`config.mk`:
```
export PLATFORM = sky130hd
export DESIGN_NAME = booth_radix4_seq_mul
export DESIGN_NICKNAME = d
export VERILOG_FILES = /design/src/rtl/booth_radix4_seq_mul.sv
export SDC_FILE = /design/constraint.sdc
export NUM_CORES = 1
export LEC_CHECK = 0
export ABC_AREA = 1
export BUFFER_PORTS_ARGS = -buffer_cell sky130_fd_sc_hd__buf_2
export CAP_MARGIN = 20
export CELL_PAD_IN_SITES_DETAIL_PLACEMENT = 0
export CELL_PAD_IN_SITES_GLOBAL_PLACEMENT = 1
export CORE_MARGIN = 10
export CORE_UTILIZATION = 45
export CTS_BUF_LIST = sky130_fd_sc_hd__clkbuf_4 sky130_fd_sc_hd__clkbuf_8
export CTS_CLUSTER_DIAMETER = 30
export DETAILED_ROUTE_END_ITERATION = 10
export PLACE_DENSITY = 0.82
export SYNTH_ARGS = -nofsm -noshare
export SYNTH_HDL_FRONTEND = slang
export SYNTH_SLANG_ARGS = --single-unit
```
`constraint.sdc`:
```
create_clock -name Clk -period 10.4 [get_ports Clk]
set_input_delay 1.04 -clock Clk [delete_from_list [all_inputs] [get_ports Clk]]
set_output_delay 1.04 -clock Clk [all_outputs]
set_load 0.05 [all_outputs]
```
`src/rtl/booth_radix4_seq_mul.sv`:
```
// booth_radix4_seq_mul
//   Sequential radix-4 Booth multiplier. One Booth digit (two multiplier
//   bits) is retired per clock into a 2*(WIDTH+2)-bit accumulator.
//
//   Optional build macro: BOOTH_EARLY_TERM_EN
//     defined   : stop RUN as soon as all remaining Booth digits are zero
//     undefined : fixed N = (WIDTH+2)/2 RUN cycles
//
//   Ports
//     Clk     in   rising-edge clock
//     Reset   in   asynchronous, active-high reset
//     Start   in   request, sampled only in IDLE
//     Sign    in   1 = signed operands, 0 = unsigned (sampled with Start)
//     A       in   WIDTH multiplicand (sampled with Start)
//     B       in   WIDTH multiplier (sampled with Start)
//     Busy    out  high while in RUN
//     Done    out  one-cycle pulse, Product valid in that cycle
//     Product out  2*WIDTH result, held until the next completed operation
module booth_radix4_seq_mul #(
    parameter int unsigned WIDTH = 32
) (
    input  logic                 Clk,
    input  logic                 Reset,
    input  logic                 Start,
    input  logic                 Sign,
    input  logic [WIDTH-1:0]     A,
    input  logic [WIDTH-1:0]     B,
    output logic                 Busy,
    output logic                 Done,
    output logic [2*WIDTH-1:0]   Product
);

    localparam int unsigned E  = WIDTH + 2;
    localparam int unsigned N  = E / 2;
    localparam int unsigned CW = $clog2(N + 1);

    typedef enum logic [1:0] {
        S_IDLE,
        S_RUN,
        S_DONE
    } state_t;

    state_t               r_state;
    logic [2*E-1:0]       r_m;
    logic [2*E-1:0]       r_p;
    logic [E-1:0]         r_q;
    logic                 r_qm1;
    logic [CW-1:0]        r_cnt;
    logic                 r_busy;
    logic                 r_done;
    logic [2*WIDTH-1:0]   r_product;

    logic [E-1:0]         w_a_ext;
    logic [E-1:0]         w_b_ext;
    logic [2*E-1:0]       w_m_shift;
    logic [2*E-1:0]       w_addend;
    logic [2*E-1:0]       w_p_next;
    logic [E-1:0]         w_q_next;
    logic                 w_last;

    // Two extra bits keep unsigned operands positive in Booth form.
    assign w_a_ext = {{2{Sign & A[WIDTH-1]}}, A};
    assign w_b_ext = {{2{Sign & B[WIDTH-1]}}, B};

    always_comb begin
        w_m_shift = r_m << {r_cnt, 1'b0};
        case ({r_q[1:0], r_qm1})
            3'b001, 3'b010: w_addend = w_m_shift;
            3'b011:         w_addend = w_m_shift << 1;
            3'b100:         w_addend = -(w_m_shift << 1);
            3'b101, 3'b110: w_addend = -w_m_shift;
            default:        w_addend = '0;
        endcase
        w_p_next = r_p + w_addend;
        w_q_next = {{2{r_q[E-1]}}, r_q[E-1:2]};
        w_last   = (r_cnt == CW'(N - 1));
`ifdef BOOTH_EARLY_TERM_EN
        // Remaining multiplier bits all equal the new Qm1: every later
        // digit is 000 or 111, so P is already final.
        if (w_q_next == {E{r_q[1]}}) begin
            w_last = 1'b1;
        end
`endif
    end

    always_ff @(posedge Clk or posedge Reset) begin
        if (Reset) begin
            r_state   <= S_IDLE;
            r_m       <= '0;
            r_p       <= '0;
            r_q       <= '0;
            r_qm1     <= 1'b0;
            r_cnt     <= '0;
            r_busy    <= 1'b0;
            r_done    <= 1'b0;
            r_product <= '0;
        end else begin
            case (r_state)
                S_IDLE: begin
                    r_done <= 1'b0;
                    if (Start) begin
                        r_m     <= {{E{w_a_ext[E-1]}}, w_a_ext};
                        r_q     <= w_b_ext;
                        r_qm1   <= 1'b0;
                        r_p     <= '0;
                        r_cnt   <= '0;
                        r_busy  <= 1'b1;
                        r_state <= S_RUN;
                    end
                end
                S_RUN: begin
                    r_p   <= w_p_next;
                    r_q   <= w_q_next;
                    r_qm1 <= r_q[1];
                    r_cnt <= r_cnt + CW'(1);
                    if (w_last) begin
                        // Product is loaded on the same edge that raises
                        // Done so both are valid in the DONE cycle.
                        r_product <= w_p_next[2*WIDTH-1:0];
                        r_busy    <= 1'b0;
                        r_done    <= 1'b1;
                        r_state   <= S_DONE;
                    end
                end
                S_DONE: begin
                    r_done  <= 1'b0;
                    r_state <= S_IDLE;
                end
                default: begin
                    r_busy  <= 1'b0;
                    r_done  <= 1'b0;
                    r_state <= S_IDLE;
                end
            endcase
        end
    end

    assign Busy    = r_busy;
    assign Done    = r_done;
    assign Product = r_product;

endmodule
```
After elaboration in Yosys (flattened, before gate mapping):

Index checks and enable logic that the tools add are counted.

* flip-flop bits (word level): 209
* word-level logic and storage cells: 57
* output and inout bits: 66
* input bits: 68

* equal/unequal tests: 11
* $add $sub $neg: 4
* multiplexer cells: 17
* bitwise logic cells: 4
* shift-type cells: 1
* reduce and logical (&&, ||, !) cells: 10

Operator list (count)
* 68-bit case mux with 4 select lines: 1
* 68-bit negation: 2
* 68-bit case mux with 2 select lines: 1
* 68-bit adder: 1
* 68-bit 2-to-1 mux: 1
* 34-bit case mux with 2 select lines: 1
* 68-bit by 6-bit left shift with 68-bit output: 1
* 34-bit 2-to-1 mux: 1
* 5-bit case mux with 2 select lines: 1
* 3-bit == test, second input constant: 3
* 2-bit AND reduction: 4
* 3-bit by 2-bit == test with 1-bit output, second input constant: 2
* 3-bit AND reduction: 2
* 5-bit by 1-bit adder with 5-bit output, second input constant: 1
* 5-bit == test, second input constant: 1
* 1-bit 2-to-1 mux: 5
* 5-bit 2-to-1 mux: 1
* 2-bit 2-to-1 mux: 2
* 2-bit inequality test, second input constant: 2
* 2-bit case mux with 2 select lines: 1
* 2-bit OR reduction: 2
* 3-bit by 1-bit == test with 1-bit output, second input constant: 1
* 1-bit case mux with 3 select lines: 1
* 1-bit bitwise AND: 2
* 6 further kinds: 7

Longest topological paths before layout:

Gate-level depths: netlist of the first run.

* depth in word-level cells: 5
* gate-level depth with buffers: 35
* mapped depth without buffers: 34

Worst setup path before layout of the first run:

No wires, ideal clock.

* path kind: flip-flop to flip-flop
* start: reg r_cnt[0]
* end: reg r_product[55] (netlist: Product[55])
* clock period less this slack: 4.364 ns
* library setup time: 0.118 ns
* stages on the path, launching flop included: 32
* arrival time: 4.246 ns
* buffers on the path: 2
* required time: 10.282 ns
* slack: 6.036 ns
* cell sequence: dfrtp_1 > buf_6 > inv_6 > buf_8 > nand2_2 > nor2_1 > nand3_1 > ha_1 > nand2_1 > nor2_2 > nand4_4 > nor2_4 > nand3_4 > nor3_1 > xor2_1 > a221oi_1 > o21ai_0 > ha_1 > nand2_1 > nor2_1 > inv_1 > nor2_1 > nand3_1 > o21ai_1 > nand2_1 > a31oi_1 > a21oi_1 > or2_1 > nand2_1 > nand2_1 > nand3_1 > nand2_1

* longest elaborated chain between the ends: 4
* elaborated cells on any way between the ends: 7
* classes of those cells: add/sub (3); eq/ne (1); shift (1); mux (1); reduce/logical (1)

Ends and longest elaborated chain
* start: declaration: line 48 `logic [CW-1:0] r_cnt;`
* start signal: assignment: line 115 `r_cnt <= r_cnt + CW'(1);`
* 68-bit by 6-bit left shift with 68-bit output: line 66 `w_m_shift = r_m << {r_cnt, 1'b0};`
* 68-bit negation, on equally long branches: line 71, 70
* 68-bit case mux with 4 select lines: line 67 `case ({r_q[1:0], r_qm1})`
* 68-bit adder: line 74 `w_p_next = r_p + w_addend;`
* end signal: assignment: line 119 `r_product <= w_p_next[2*WIDTH-1:0];`
* end: declaration: line 51 `logic [2*WIDTH-1:0] r_product;`

Several ways; a longest one is shown, not always the timed one.
A chain may end at the register's enable or synchronous reset.

Worst setup path after layout of the first run:

* start: reg r_cnt[2]
* end: reg r_p[59]

* longest elaborated chain between the ends: 5
* elaborated cells on any way between the ends: 6
* classes of those cells: add/sub (3); shift (1); mux (2)

Ends and longest elaborated chain
* 68-bit by 6-bit left shift with 68-bit output (*): line 66
* 68-bit negation, on equally long branches: line 71, 70
* 68-bit case mux with 4 select lines (*): line 67
* 68-bit adder (*): line 74
* 68-bit case mux with 2 select lines (*): line 98 `case (r_state)`
* end signal: assignment: line 112 `r_p <= w_p_next;`
* end: declaration: line 45 `logic [2*E-1:0] r_p;`

Mark *: on every way between the ends. The rest lies on a longest branch, timed or not.

==> impl_summary.log, run 1 <==
[metrics] result of the run: completed
[metrics] cell with the most instances on the worst path: sky130_fd_sc_hd__nand2_1
[metrics] fill count: approximately 4,000
[metrics] global routing usage summed across all routing layers: about a quarter
[metrics] Setup Slack @ Placement: 3.757 ns
[metrics] maximum cell stage delay along the critical path: 0.83 ns
[metrics] cell with the most instances after synthesis: sky130_fd_sc_hd__nand2_1
[metrics] top_reg_cell synth: sky130_fd_sc_hd__dfrtp_1
[metrics] top cells by area, synth: sky130_fd_sc_hd__dfrtp_1, sky130_fd_sc_hd__nand2_1, sky130_fd_sc_hd__nand3_1, sky130_fd_sc_hd__o21ai_0, sky130_fd_sc_hd__ha_1
[metrics] Pins Over Slew Limit: 0
[metrics] Placement Rows: 71
[metrics] drt wl/cell: ~19 um
[metrics] fraction of layout cells with a size suffix above 1: 13.66%
[metrics] Critical Path End Type: flip-flop
[metrics] cell area after layout: 19,470 sq um
[metrics] TritonCTS Buffers: 47
[metrics] CTS tree: done
[metrics] Post-CTS Repair Setup Buffers: 0
[metrics] deepest clock path buffer count: 3
[metrics] hold violation total from the final report: 0
[metrics] synthesis warning total: 0
[metrics] Distinct cells, synth: 60
[metrics] die area: around 47,000 sq um
[metrics] total grt overflow: 0
[metrics] gpl congestion: approximately 1
[metrics] Yosys top cell area share: about 30%
[metrics] estimated wirelength of the detail-placed design: 47.26 mm
[metrics] proportion of synthesized flip-flops having asynchronous set or reset: between 90% and 100%
[metrics] vias in the first global route: 17,277
[metrics] clock tree root buffer cell: sky130_fd_sc_hd__clkbuf_8
[metrics] per-instance average area after synthesis: 6.713 sq um
[metrics] maximum number of pins on one net before global-route repair: between 90 and 100
[metrics] relative max-transition margin: 34.34%
[metrics] Post-synth EDFFs: 0
[metrics] syn_nets: 2,714
[metrics] H-Tree Level Count: 2
[metrics] top cell type by total area after synthesis: sky130_fd_sc_hd__dfrtp_1
[metrics] routed wire length: 60.73 mm
[metrics] number of antenna violations at the first check in global routing: 0
[metrics] classification of the worst-slack hold path: reg -> reg
[metrics] Core Box Area: 37,840 sq um
[metrics] clock slew seen by the registers of the worst setup and hold paths: 0.06 ns
[metrics] total vias in the final route: 17,986
[metrics] final-layout setup total negative slack: 0 ns
[metrics] gate count after technology mapping: 2,579
[metrics] ant diodes: 0
[metrics] placement-stage cell area: 18,260 sq um
[metrics] Area growth, synth to finish: 12.49%
[metrics] width of the chip: 216.1 um
[metrics] Setup Viol. Count Final: 0
[metrics] worst setup skew after layout: 0.05035 ns
[metrics] FF+latch count, synth: 205
[metrics] arrival time worst endpoint: 6.83 ns
[metrics] transition time of the tightest slew-check pin: 0.9849 ns
[metrics] critical path's slowest cell: sky130_fd_sc_hd__nor2_2
[metrics] floorplan die height: about 220 um
[metrics] final-stage net count: 2,805
[metrics] IO Port Bufs: ~130
[metrics] post-route DRC violation count: 0
[metrics] maximum clock frequency: about 0.16 GHz
[metrics] Sink Count: just over 200
[metrics] startpoint class of the critical path: flip-flop
[metrics] post-synthesis instance area: 17,310 sq um
[metrics] Worst EP required: 10.90 ns
[metrics] sequential element share of the synthesized area: 29.63%
[metrics] Clock Latency Late Sink: between 0.6 and 0.7 ns
[metrics] post-cts sizing count: 0
[metrics] Via density: between 5 and 6
[metrics] fin crit period: 6.329 ns
[metrics] wire length of the first global-routing pass: 95.18 mm
[metrics] Routed Antenna Nets: 0
[metrics] kind of critical path: reg -> reg
[metrics] RSZ-0062 raised after global routing: false
[metrics] largest fanout on the critical path: 17
[metrics] effective utilization at floorplan: between 40% and 50%
[metrics] fin crit share: 60.85%
[metrics] router iterations before antenna repair: 6
[metrics] Hold-fix buffers, CTS: 0
[metrics] final setup slack of the worst path: around 4 ns
[metrics] maxcap violations: 0
[metrics] detailed router's first-iteration violation count: 1,489
[metrics] count of boundary I/O pins: 134
[metrics] leading post-synthesis cells by instance count: sky130_fd_sc_hd__nand2_1, sky130_fd_sc_hd__nand3_1, sky130_fd_sc_hd__dfrtp_1, sky130_fd_sc_hd__inv_1, sky130_fd_sc_hd__nor2_1
## sequential cells by signal (all words and copies together) (netlist names)
register,count
Done,1
Busy,1
r_state,2
r_qm1,1
Product,64
r_m,33
r_q,34
r_p,64
r_cnt,5
## worst paths after layout
check	start	endpoint	slack, ns	cells past startpoint
max in group asynchronous	Reset	r_q[24]	8.56	3
worst max-delay path	r_cnt[2]	r_p[59]	4.07	28
worst max register to register	r_cnt[2]	r_p[59]	4.07	28
worst min-delay path	Product[44]	Product[44]	0.47	2
worst min register to register	Product[44]	Product[44]	0.47	2
min in group asynchronous	Reset	Product[17]	0.51	2
## cells by family after synthesis
group / count (synthesis) / synth area share, %
and+or+nand+nor: 1413 / 36.30
AOI/OAI and AO/OA: 461 / 16.09
buffers and inverters: 329 / 7.835
DFF: 205 / 29.63
xor gates and xnor gates: 104 / 5.262
adders and majority gates: 67 / 4.886
## metal layers
layer,track usage (%),share of wire [%],vias to the layer above
met3,3.802,5.6,106
met1,34.47,46,8468
li1,-,-,8858
met5,0,0,-
met4,9.089,3.3,0
met2,39.78,45,554
## critical path, delay by kind of cell, from the launching register on
| family | cells | cell delay (ns) |
|---|---|---|
| AND/OR/NAND/NOR | 16 | 2.84 |
| AO/OA/AOI/OAI | 7 | 1.85 |
| flip-flops | 1 | 0.66 |
| adder cells (fa/ha/maj) | 1 | 0.43 |
| buffers and inverters | 3 | 0.28 |
| XOR/XNOR | 1 | 0.15 |
## per-stage QoR
stage / std cells / util, % / hold slack, ns
after floorplan: 2579 / - / 0.4183
after global placement: 3131 / 48.24 / 0.4593
after detailed placement: 3131 / 48.24 / 0.4608
after CTS: 3219 / 51.42 / 0.4753
after global routing: 3220 / 51.46 / 0.4953
final: 3220 / 51.46 / 0.4675
## placed cells by master, fill, tap and decap left out, types with 7 or more instances in the layout
cell,instances
sky130_fd_sc_hd__inv_1,188
sky130_fd_sc_hd__a32o_1,12
sky130_fd_sc_hd__a21oi_1,106
sky130_fd_sc_hd__nor3_1,18
sky130_fd_sc_hd__o2111ai_1,12
sky130_fd_sc_hd__o21ai_1,7
sky130_fd_sc_hd__xnor2_1,36
sky130_fd_sc_hd__xor2_1,68
sky130_fd_sc_hd__a22oi_1,13
sky130_fd_sc_hd__inv_2,26
sky130_fd_sc_hd__nand2_1,827
sky130_fd_sc_hd__clkbuf_8,53
sky130_fd_sc_hd__or2_2,10
sky130_fd_sc_hd__nor2_4,10
sky130_fd_sc_hd__nor2_1,177
sky130_fd_sc_hd__nand3b_1,7
sky130_fd_sc_hd__a221oi_1,22
sky130_fd_sc_hd__nand3_2,35
sky130_fd_sc_hd__nand2_2,16
sky130_fd_sc_hd__o22ai_1,19
sky130_fd_sc_hd__nand3_1,256
sky130_fd_sc_hd__o21ai_0,175
sky130_fd_sc_hd__a31oi_1,31
sky130_fd_sc_hd__o211ai_1,20
sky130_fd_sc_hd__buf_4,19
sky130_fd_sc_hd__dfrtp_1,205
sky130_fd_sc_hd__nor2_2,8
sky130_fd_sc_hd__buf_2,133
sky130_fd_sc_hd__nand4_1,21
sky130_fd_sc_hd__bufinv_16,9
sky130_fd_sc_hd__a221o_1,9
sky130_fd_sc_hd__ha_1,66
sky130_fd_sc_hd__o31ai_1,9
## area by class of cell
cell class | instances | area [sq um] | area share, %
repair buffers | 153 | 823.3 | 4.228
clock buffers | 58 | 767.0 | 3.939
clock inverters | 30 | 435.4 | 2.236
well taps | 511 | 639.4 | 3.283
flip-flops and latches | 205 | 5130 | 26.34
multi-input cells | 2045 | 10850 | 55.71
inverters | 218 | 830.8 | 4.266
Power of run 1 is not shown: default switching activity piles up to over one toggle a cycle in this logic, so the estimate is an artifact.
==> inputs of run 2 (changes only) <==
--- a/config.mk
+++ b/config.mk
@@ -5,17 +5,17 @@
 export SDC_FILE = /design/constraint.sdc
 export NUM_CORES = 1
 export LEC_CHECK = 0
-export ABC_AREA = 1
+export ABC_AREA = 0
 export BUFFER_PORTS_ARGS = -buffer_cell sky130_fd_sc_hd__buf_2
 export CAP_MARGIN = 20
 export CELL_PAD_IN_SITES_DETAIL_PLACEMENT = 0
 export CELL_PAD_IN_SITES_GLOBAL_PLACEMENT = 1
 export CORE_MARGIN = 10
-export CORE_UTILIZATION = 45
+export CORE_UTILIZATION = 44
 export CTS_BUF_LIST = sky130_fd_sc_hd__clkbuf_4 sky130_fd_sc_hd__clkbuf_8
 export CTS_CLUSTER_DIAMETER = 30
 export DETAILED_ROUTE_END_ITERATION = 10
-export PLACE_DENSITY = 0.82
+export PLACE_DENSITY = 0.79
 export SYNTH_ARGS = -nofsm -noshare
 export SYNTH_HDL_FRONTEND = slang
 export SYNTH_SLANG_ARGS = --single-unit
==> constraint.sdc (replaced) <==
create_clock -name Clk -period 5.6 [get_ports Clk]
set_input_delay 0.56 -clock Clk [delete_from_list [all_inputs] [get_ports Clk]]
set_output_delay 0.56 -clock Clk [all_outputs]
set_load 0.05 [all_outputs]
==> impl_summary.log, run 2 <==
[metrics] total vias in the final route: 20,956 (+17%)
[metrics] floorplan die height: 225.1 um (+4.1%)
[metrics] relative max-transition margin: 34.47% (+0.13 points)
[metrics] synthesis warning total: 0 (unchanged)
[metrics] fraction of layout cells with a size suffix above 1: 42.32% (+29 points)
[metrics] total grt overflow: 0 (unchanged)
[metrics] Distinct cells, synth: 93 (+55%)
[metrics] leading post-synthesis cells by instance count: sky130_fd_sc_hd__nand2_1, sky130_fd_sc_hd__dfrtp_1, sky130_fd_sc_hd__a21oi_1, sky130_fd_sc_hd__o21ai_0, sky130_fd_sc_hd__nor2_1
[metrics] post-synthesis instance area: 18,500 sq um (+6.9%)
[metrics] TritonCTS Buffers: 50 (+6.4%)
[metrics] top_reg_cell synth: sky130_fd_sc_hd__dfrtp_1
[metrics] most common cell after layout, fill and taps aside: sky130_fd_sc_hd__buf_4
[metrics] footprint of the flip-flops and latches: 5139 sq um (+0.17%)
[metrics] gate count after technology mapping: 2,207 (-14%)
[metrics] Placement Rows: 75 (+5.6%)
[metrics] maxcap violations: 0 (unchanged)
[metrics] width of the chip: 225.1 um (+4.1%)
[metrics] cell with the most instances after synthesis: sky130_fd_sc_hd__nand2_1
[metrics] most frequent cells in the layout: sky130_fd_sc_hd__buf_4, sky130_fd_sc_hd__nand2_1, sky130_fd_sc_hd__dfrtp_1, sky130_fd_sc_hd__a21oi_1, sky130_fd_sc_hd__buf_2
[metrics] estimated wirelength of the detail-placed design: 59.40 mm (+26%)
[metrics] fin crit period: 6.228 ns (-0.1009 ns)
[metrics] fill count: 3,527 (-12%)
[metrics] Critical Path End Type: flip-flop
[metrics] fin crit share: 111.2% (+50 points)
[metrics] gpl congestion: 0.9750 (about the same)
[metrics] hold violation total from the final report: 0 (unchanged)
[metrics] kind of critical path: reg -> reg
[metrics] deepest clock path buffer count: 3 (unchanged)
[metrics] sequential element share of the synthesized area: 27.73% (-1.9 points)
[metrics] die area: 50,650 sq um (+8.4%)
[metrics] Routed Antenna Nets: 0 (unchanged)
[metrics] Core Box Area: 41,760 sq um (+10%)
[metrics] violations in the final reports: setup timing
[metrics] global routing usage summed across all routing layers: 30.20% (+4.9 points)
[metrics] detailed router's first-iteration violation count: 1,861 (+25%)
[metrics] Area growth, synth to finish: 45.97%
[metrics] launch instance of the worst register-to-register path: r_cnt[0]
[metrics] clock tree root buffer cell: sky130_fd_sc_hd__clkbuf_8
[metrics] maximum clock frequency: 0.1606 GHz (+1.6%)
[metrics] largest fanout on the critical path: 7 (-10)
[metrics] Yosys top cell area share: 27.73% (-1.9 points)
[metrics] Post-synth EDFFs: 0 (unchanged)
[metrics] IO Port Bufs: 133 (unchanged)
[metrics] effective utilization at floorplan: 44.31% (-1.4 points)
[metrics] Setup Slack @ Placement: -0.7918 ns (-4.549 ns)
[metrics] router iterations before antenna repair: 7 (+1)
[metrics] RSZ-0062 raised after global routing: true
[metrics] critical path's slowest cell: sky130_fd_sc_hd__mux4_2
[metrics] Clock Latency Late Sink: 0.66 ns (+0.03 ns)
[metrics] final-stage net count: 3,037 (+8.3%)
[metrics] Worst EP required: 6.14 ns (-4.76 ns)
[metrics] worst setup skew after layout: 0.04387 ns (-0.006482 ns)
[metrics] routed wire length: 78.66 mm (+30%)
[metrics] top cell type by total area after synthesis: sky130_fd_sc_hd__dfrtp_1
[metrics] Sink Count: 205 (unchanged)
[metrics] reg-to-reg critical path endpoint: r_p[63]
[metrics] top cells by area, synth: sky130_fd_sc_hd__dfrtp_1, sky130_fd_sc_hd__nand2_1, sky130_fd_sc_hd__a21oi_1, sky130_fd_sc_hd__mux2_2, sky130_fd_sc_hd__ha_1
[metrics] post-route DRC violation count: 0 (unchanged)
[metrics] CTS tree: done
[metrics] drt wl/cell: 22.58 um (+20%)
[metrics] transition time of the tightest slew-check pin: 0.9830 ns (-0.001938 ns)
[metrics] H-Tree Level Count: 2 (unchanged)
[metrics] result of the run: finished, violations left
[metrics] final setup slack of the worst path: -0.6280 ns (-4.699 ns)
[metrics] arrival time worst endpoint: 6.77 ns (-0.06 ns)
[metrics] maximum number of pins on one net before global-route repair: 112 (+22%)
[metrics] Final Hold Slack: 0.05404 ns (-0.4134 ns)
[metrics] number of antenna violations at the first check in global routing: 1 (+1)
[metrics] multi-input gate area in the final layout: 13,750 sq um (+27%)
[metrics] wire length of the first global-routing pass: 119.9 mm (+26%)
[metrics] Register-to-Register Path Depth: 26 (-7.1%)
[metrics] reg2reg setup slack: -0.63 ns (-4.70 ns)
[metrics] Via density: 6.015 (+7.7%)
[metrics] clock slew seen by the registers of the worst setup and hold paths: 0.06 ns (about the same)
[metrics] Setup Viol. Count Final: 59 (+59)
[metrics] proportion of synthesized flip-flops having asynchronous set or reset: 100.0% (unchanged)
[metrics] maximum cell stage delay along the critical path: 0.51 ns (-0.32 ns)
[metrics] per-instance average area after synthesis: 8.383 sq um (+25%)
[metrics] final-layout setup total negative slack: -19.44 ns (-19.44 ns)
[metrics] classification of the worst-slack hold path: in -> async
[metrics] FF+latch count, synth: 205 (unchanged)
[metrics] syn_nets: 2,342 (-14%)
[metrics] Pins Over Slew Limit: 0 (unchanged)
[metrics] vias in the first global route: 20,902 (+21%)
[metrics] count of boundary I/O pins: 134 (unchanged)
[metrics] startpoint class of the critical path: flip-flop
## run 2: cell types whose count changed in the layout (fill, tap and decap cells not counted), moves of 52 or more
cell,change
sky130_fd_sc_hd__buf_4,+615
sky130_fd_sc_hd__nand2_1,-557
sky130_fd_sc_hd__nand3_1,-213
sky130_fd_sc_hd__inv_1,-154
sky130_fd_sc_hd__a22o_1,+60
sky130_fd_sc_hd__mux2_2,+58
sky130_fd_sc_hd__o21ai_0,-57
sky130_fd_sc_hd__nor2_1,-52
## run 2: kinds of logic after synthesis
kind of cell             after synthesis  share of synthesized area [%]
AO/OA/AOI/OAI                        762                          27.42
AND/OR/NAND/NOR                      683                          17.83
multiplexers                         154                          11.24
flip-flops                           205                          27.73
adder cells (fa/ha/maj)               67                          4.572
buffers and inverters                204                          4.917
XOR/XNOR                             132                          6.289
## run 2: worst max-delay path by stage
stage	slack, ns	startpoint	end
6_report	-0.63	r_cnt[0]	r_p[63]
5_1_grt	-0.89	r_cnt[0]	r_p[63]
2_1_floorplan	-0.67	r_cnt[0]	Product[60]
3_5_place_dp	-0.79	r_cnt[0]	Product[53]
3_3_place_gp	-0.77	r_cnt[0]	r_p[56]
4_1_cts	-0.52	r_cnt[0]	Product[60]
## run 2: routing by layer
layer  up-vias  track usage (%)  part of all wire, %
met5         -                0                    0
met4         0            11.49                  3.6
met3       187            5.192                  7.7
met2       887            48.04                   46
met1     10289            40.23                   43
li1       9593                -                    -
## run 2: critical path, delay by kind of cell (launching register included)
family	cells	cell delay, ns
xor+xnor	2	0.26
compound gates	13	2.41
mux	1	0.51
buf+inv	3	0.39
fa+ha+maj	1	0.34
simple gates	6	1.70
flops	1	0.48
## run 2: final cells by class
class	count	area share (%)
multi-input cells	1798	50.90
repair buffers	809	22.31
flip-flops and latches	205	19.03
clock buffers	65	3.127
well taps	539	2.497
clock inverters	29	1.594
inverters	38	0.5420
diodes	1	0.009266
## run 2: metrics by stage
stage / utilization [%] / cells / cell area [sq um]
global route: 64.67 / 3483 / 27000
floorplan: - / 2207 / 18710
finish: 64.67 / 3484 / 27010
detailed placement: 57.12 / 3306 / 23850
CTS: 62.95 / 3467 / 26290
global placement: 57.12 / 3306 / 23850
## run 2: repair_timing
action,in CTS,in global routing
gates cloned,0,1
setup endpoints to repair,78,90
resized for setup,157,117
hold buffers,0,0
setup buffers,74,20
pin swaps,73,61
Power of run 2 is left out for the same reason.
